### config.mk
export PLATFORM = sky130hd
export DESIGN_NAME = traffic_phase_ctrl
export DESIGN_NICKNAME = d
export VERILOG_FILES = /design/src/rtl/traffic_phase_ctrl.sv
export SDC_FILE = /design/constraint.sdc
export NUM_CORES = 1
export LEC_CHECK = 0
export ABC_AREA = 1
export BUFFER_PORTS_ARGS = -buffer_cell sky130_fd_sc_hd__buf_4
export CAP_MARGIN = 5
export CELL_PAD_IN_SITES_DETAIL_PLACEMENT = 1
export CELL_PAD_IN_SITES_GLOBAL_PLACEMENT = 1
export CORE_AREA = 3 3 82 162
export DETAILED_ROUTE_END_ITERATION = 10
export DIE_AREA = 0 0 85 165
export PLACE_DENSITY = 0.61
export REMOVE_ABC_BUFFERS = 1
export SETUP_SLACK_MARGIN = 0.3
export SLEW_MARGIN = 20
export SYNTH_ARGS = -nofsm -noshare
export SYNTH_HDL_FRONTEND = slang
export SYNTH_SLANG_ARGS = --single-unit
### constraint.sdc
create_clock -name clk -period 8.3 [get_ports clk]
set_input_delay 0.83 -clock clk [delete_from_list [all_inputs] [get_ports clk]]
set_output_delay 0.83 -clock clk [all_outputs]
set_load 0.01 [all_outputs]
### src/rtl/traffic_phase_ctrl.sv
// Round-robin N-approach intersection controller with pedestrian crossings.
// Timing advances on an external tick enable; request debounce runs every clk.
module traffic_phase_ctrl #(
  parameter int N_PHASES      = 2,
  parameter int T_ALL_RED     = 20,
  parameter int T_RED_YELLOW  = 10,
  parameter int T_GREEN       = 150,
  parameter int T_MIN_GREEN   = 50,
  parameter int T_GREEN_BLINK = 40,
  parameter int T_YELLOW      = 30,
  parameter int BLINK_HALF    = 5,
  parameter int DEBOUNCE_CYC  = 50,
  localparam int PW = (N_PHASES > 1) ? $clog2(N_PHASES) : 1
) (
  input  logic                clk,
  input  logic                rst_n,
  input  logic                tick,
  input  logic                enable,
  input  logic [N_PHASES-1:0] ped_req,
  output logic [N_PHASES-1:0] car_red,
  output logic [N_PHASES-1:0] car_yellow,
  output logic [N_PHASES-1:0] car_green,
  output logic [N_PHASES-1:0] ped_red,
  output logic [N_PHASES-1:0] ped_green,
  output logic [PW-1:0]       active_phase,
  output logic [7:0]          rem_ticks,
  output logic [N_PHASES-1:0] req_pending
);

  localparam int TW = 16;
  localparam int DW = $clog2(DEBOUNCE_CYC + 1);
  localparam int BW = (BLINK_HALF > 1) ? $clog2(BLINK_HALF) : 1;

  typedef enum logic [2:0] {
    S_OFF,
    S_ALL_RED,
    S_RED_YELLOW,
    S_GREEN,
    S_GREEN_BLINK,
    S_YELLOW
  } state_t;

  state_t state_q, state_d;

  logic [TW-1:0] timer_q, timer_d;
  logic [PW-1:0] phase_q, phase_d;
  logic          blink_q, blink_d;
  logic [BW-1:0] bcnt_q, bcnt_d;

  logic [N_PHASES-1:0] pend_q, pend_d;
  logic [N_PHASES-1:0] srv, walk, hit;
  logic [N_PHASES-1:0] set_req, clr_req;

  logic          clr_all, clr_srv;
  logic          in_grn, last, early, adv;
  logic [TW-1:0] dur_q, rem_full;

  function automatic logic [TW-1:0] dur_of(input state_t s);
    logic [TW-1:0] d;
    d = TW'(1);
    case (s)
      S_ALL_RED:     d = TW'(T_ALL_RED);
      S_RED_YELLOW:  d = TW'(T_RED_YELLOW);
      S_GREEN:       d = TW'(T_GREEN);
      S_GREEN_BLINK: d = TW'(T_GREEN_BLINK);
      S_YELLOW:      d = TW'(T_YELLOW);
      default:       d = TW'(1);
    endcase
    return d;
  endfunction

  assign dur_q  = dur_of(state_q);
  assign in_grn = (state_q == S_GREEN) || (state_q == S_GREEN_BLINK);
  assign walk   = srv & {N_PHASES{in_grn}};
  assign last   = (timer_q == dur_q - TW'(1));

  // A waiting crossing other than the one walking now cuts green short.
  assign early = (state_q == S_GREEN)
              && (timer_q >= TW'(T_MIN_GREEN - 1))
              && (|(pend_q & ~srv));
  assign adv   = last || early;

  for (genvar k = 0; k < N_PHASES; k++) begin : g_xing
    localparam logic [PW-1:0] SK = PW'((k + 1) % N_PHASES);
    logic [DW-1:0] cnt_q;

    assign srv[k] = (phase_q == SK);
    assign hit[k] = (cnt_q == DW'(DEBOUNCE_CYC));

    always_ff @(posedge clk or negedge rst_n) begin
      if (!rst_n) begin
        cnt_q <= '0;
      end else if (!ped_req[k]) begin
        cnt_q <= '0;
      end else if (!hit[k]) begin
        cnt_q <= cnt_q + DW'(1);
      end
    end
  end

  always_comb begin
    state_d = state_q;
    timer_d = timer_q;
    phase_d = phase_q;
    clr_all = 1'b0;
    clr_srv = 1'b0;
    if (tick) begin
      if (state_q == S_OFF) begin
        if (enable) begin
          state_d = S_ALL_RED;
          timer_d = '0;
          phase_d = '0;
        end
      end else if (!enable) begin
        state_d = S_OFF;
        timer_d = '0;
        phase_d = '0;
        clr_all = 1'b1;
      end else if (adv) begin
        timer_d = '0;
        unique case (state_q)
          S_ALL_RED:     state_d = S_RED_YELLOW;
          S_RED_YELLOW: begin
            state_d = S_GREEN;
            clr_srv = 1'b1;
          end
          S_GREEN:       state_d = S_GREEN_BLINK;
          S_GREEN_BLINK: state_d = S_YELLOW;
          S_YELLOW: begin
            state_d = S_ALL_RED;
            phase_d = (phase_q == PW'(N_PHASES - 1))
                    ? '0 : phase_q + PW'(1);
          end
          default:       state_d = S_OFF;
        endcase
      end else begin
        timer_d = timer_q + TW'(1);
      end
    end
  end

  // Blink only runs while dwelling in a blinking state; entry restarts it at 0.
  always_comb begin
    blink_d = blink_q;
    bcnt_d  = bcnt_q;
    if (tick) begin
      if (state_d == state_q &&
          (state_q == S_OFF || state_q == S_GREEN_BLINK)) begin
        if (bcnt_q == BW'(BLINK_HALF - 1)) begin
          bcnt_d  = '0;
          blink_d = ~blink_q;
        end else begin
          bcnt_d = bcnt_q + BW'(1);
        end
      end else begin
        bcnt_d  = '0;
        blink_d = 1'b0;
      end
    end
  end

  always_comb begin
    set_req = hit & ~walk & {N_PHASES{state_q != S_OFF}};
    clr_req = {N_PHASES{clr_all}} | (srv & {N_PHASES{clr_srv}});
    pend_d  = (pend_q | set_req) & ~clr_req;
  end

  always_ff @(posedge clk or negedge rst_n) begin
    if (!rst_n) begin
      state_q <= S_OFF;
      timer_q <= '0;
      phase_q <= '0;
      blink_q <= 1'b0;
      bcnt_q  <= '0;
      pend_q  <= '0;
    end else begin
      state_q <= state_d;
      timer_q <= timer_d;
      phase_q <= phase_d;
      blink_q <= blink_d;
      bcnt_q  <= bcnt_d;
      pend_q  <= pend_d;
    end
  end

  always_comb begin
    car_red    = '0;
    car_yellow = '0;
    car_green  = '0;
    ped_red    = '0;
    ped_green  = '0;
    if (state_q == S_OFF) begin
      car_yellow = {N_PHASES{blink_q}};
    end else begin
      for (int a = 0; a < N_PHASES; a++) begin
        if (PW'(a) != phase_q) begin
          car_red[a] = 1'b1;
        end else begin
          unique case (1'b1)
            (state_q == S_ALL_RED): car_red[a] = 1'b1;
            (state_q == S_RED_YELLOW): begin
              car_red[a]    = 1'b1;
              car_yellow[a] = 1'b1;
            end
            (state_q == S_GREEN):       car_green[a]  = 1'b1;
            (state_q == S_GREEN_BLINK): car_green[a]  = blink_q;
            (state_q == S_YELLOW):      car_yellow[a] = 1'b1;
            default: car_red[a] = 1'b1;
          endcase
        end
      end
      for (int k = 0; k < N_PHASES; k++) begin
        if (walk[k]) begin
          ped_green[k] = (state_q == S_GREEN) ? 1'b1 : blink_q;
        end else begin
          ped_red[k] = 1'b1;
        end
      end
    end
  end

  assign rem_full = dur_q - timer_q;

  always_comb begin
    rem_ticks = 8'd0;
    if (state_q != S_OFF) begin
      rem_ticks = (rem_full > TW'(255)) ? 8'hff : rem_full[7:0];
    end
  end

  assign active_phase = phase_q;
  assign req_pending  = pend_q;

endmodule

==> results.json <==
{
  "grt_overflow": 0,
  "floorplan.initialDensity_pct": 24.78,
  "ys_types": 33,
  "setup_tns_ns": 0,
  "rsz0062_at_grt": "false",
  "die_w_um": 85,
  "synth_seq_cells": 38,
  "status": "complete, no violations",
  "holdWs_ns": 0.5163,
  "layout_common_cells": "nand2_1 (109), inv_1 (76), nand3_1 (52), nor2_1 (48), dfrtp_1 (38)",
  "drive_above_1_share_pct": 9.278,
  "boundaryPins": 27,
  "clockRootBuffer": "clkbuf_16",
  "ys_warn_count": 0,
  "path_class": "register to primary output",
  "p_per_area_nw_per_um2": 335.1,
  "netlist_top_cells_area": "dfrtp_1 (31%), nand2_1 (14%), inv_1 (9.4%)",
  "drcViolationCount": 0,
  "syn_area_per_cell_um2": 6.626,
  "cp.required_ns": 7.47,
  "cp_num_buf_inv": 5,
  "critPathMaxStageDelay_ns": 0.48,
  "finalSetupViolations": 0,
  "cts_tree": "built",
  "path_max_fanout": 16,
  "synth_top_area_share_pct": 31.47,
  "cpMostUsedCell": "nand2_1",
  "antenna_left": 0,
  "drtIter0Drc": 64,
  "cts_buffers": 5,
  "synth.largest_area_cell": "dfrtp_1",
  "wire_per_inst_um": 15.81,
  "place.gp.congestion": 0.8725,
  "slew_viol_final": 0,
  "post_cts_resize_count": 0,
  "area_growth_pct": 16.44,
  "grt_pass1_wl_um": 16360,
  "grt_usage_pct": 15.02,
  "hold_violations": 0,
  "finalWirelength_um": 9994,
  "period_share_pct": 54.19,
  "clockBufferDepth": 2,
  "worst_ir_drop_vdd_v": 0.0001577,
  "die_h_um": 165,
  "p_leak_nw": 1.840,
  "num_vias": 3054,
  "diodes": 0,
  "worstPathCellList": "nor2_2, nand2_2, nand2_1, inv_1, ha_1, inv_1, fa_1, nand3_1, nand2_1, nand3_1, nand3_1, nand2_1, nand2_1, nand2_1, inv_1, nand2_1, nor2_1, nand3_1, nand2_1, inv_1, buf_4",
  "netlist_area_um2": 3022,
  "fin_skew_ns": 0.004568,
  "ys_seq_area_share_pct": 31.47,
  "relSlewSlack_pct": 55.59,
  "dp_hpwl_um": 8453,
  "portBuffers": 26,
  "layout_commonest_cell": "nand2_1",
  "viasPerCell": 4.832,
  "clock_latency_ns": 0.28,
  "fin_nets": 507,
  "cts_hold_buffers": 0,
  "maxCapViolCount": 0,
  "postCtsSetupBuffers": 0,
  "max_freq_ghz": 0.2223,
  "hp-class": "input port to async pin",
  "fp-row-count": 57,
  "grt_max_degree": 39,
  "cp-start-kind": "register",
  "end_kind": "primary output",
  "worstMarginPinSlew_ns": 0.6601,
  "fin_crit_ns": 4.498,
  "drt-pass1-iter-count": 4,
  "grt_pass1_vias": 3291,
  "cts_max_level": 2,
  "total_power_mw": 1.179,
  "slowest_stage": "dfrtp_1",
  "clk_pin_slew_ns": 0.06,
  "dieArea_um2": 14030,
  "antenna_found_initial": 0,
  "core_region_area_um2": 12200,
  "cp.arrival_ns": 3.67,
  "critPathTopFamily": "simple AND/OR/NAND/NOR gates",
  "cts_sinks": 38,
  "syn_inst": 456
}
## report_power, final
| group | leakage (nW) | internal, mW | switching [mW] |
|---|---|---|---|
| Combinational | 1.25 | 0.264 | 0.470 |
| Clock | 0.0708 | 0.111 | 0.0777 |
| Sequential | 0.518 | 0.213 | 0.0423 |
## sequential cells by signal, indices dropped and copies added, names as in the netlist
name / flops
state_q: 3
timer_q: 16
bcnt_q: 3
blink_q: 1
req_pending: 2
g_xing.cnt_q: 12
active_phase: 1
## layer usage
metal	share of wire, %	vias to the layer above	track usage, %
met3	1.6	34	1.747
li1	-	1522	-
met1	32	1452	13.23
met2	60	46	30.35
met4	6.7	0	10.01
met5	0	-	0
## per-stage QoR
step           utilization (%)  setup slack (ns)  cells  cell area, um2
6_report                 28.85             3.802    632            3518
5_1_grt                  28.85             3.236    632            3518
4_1_cts                  28.85             3.742    632            3518
3_5_place_dp             27.68             4.047    624            3376
3_3_place_gp             27.68             4.219    624            3376
2_1_floorplan                -             4.814    451            2997
## cells by family (layout without fill, tap and decap cells)
logic type / after synthesis / count (layout) / share of synthesized area [%]
AOI/OAI and AO/OA: 68 / 68 / 12.96
adders and majority gates: 17 / 17 / 7.288
buffers and inverters: 85 / 114 / 10.77
DFF: 38 / 38 / 31.47
and+or+nand+nor: 232 / 232 / 32.88
xor gates and xnor gates: 16 / 16 / 4.638
## final timing paths
path | cells after the start | start | slack, ns | to
setup reg to reg | 15 | state_q[1]$_DFF_PN0_ | 5.10 | timer_q[4]$_DFFE_PN0P_
hold reg to reg | 2 | g_xing[1].cnt_q[5]$_DFFE_PN0P_ | 0.52 | g_xing[1].cnt_q[5]$_DFFE_PN0P_
max in group asynchronous | 1 | rst_n | 7.42 | g_xing[1].cnt_q[2]$_DFFE_PN0P_
min in group clk | 2 | g_xing[1].cnt_q[5]$_DFFE_PN0P_ | 0.52 | g_xing[1].cnt_q[5]$_DFFE_PN0P_
setup / recovery | 21 | state_q[1]$_DFF_PN0_ | 3.80 | rem_ticks[3]
hold / removal | 1 | rst_n | 0.52 | timer_q[7]$_DFFE_PN0P_
## cells in the mapped netlist
cell and count:
a211o_1 1, a211oi_1 3, a21boi_1 1, a21o_1 1, a21oi_1 22, a31oi_1 2
buf_1 1, buf_2 2, buf_4 1, clkbuf_1 1, dfrtp_1 38, fa_1 1
ha_1 16, inv_1 76, inv_2 4, nand2_1 109, nand2_2 1, nand3_1 52
nand3b_1 4, nand4_1 5, nor2_1 48, nor2_2 3, nor3_1 4, nor4_1 3
o211ai_1 4, o21a_1 6, o21ai_0 19, o21ai_1 5, o21ai_2 1, o22ai_1 3
or2_2 3, xnor2_1 5, xor2_1 11
## layout make-up
cell class / instances / area, um2
clock buffers: 6 / 128.9
fillers: 1556 / 8677
flip-flops and latches: 38 / 950.9
well taps: 147 / 183.9
repair buffers: 26 / 195.2
inverters: 80 / 300.3
clock inverters: 2 / 13.76
multi-input cells: 333 / 1745
## worst reg2reg max path, stage by stage, from the launching register on
cell     delay [ns]
dfrtp_1        0.48
nor2_2         0.29
nand2_2        0.27
nand2_1        0.18
inv_1          0.06
ha_1           0.31
or2_2          0.30
a21oi_1        0.13
nand3_1        0.14
nor2_1         0.13
nand2_1        0.09
nand3_1        0.17
nand2_1        0.14
inv_2          0.22
nor2_1         0.07
o21a_1         0.10
No activity file was read; power rests on OpenSTA's default activity.
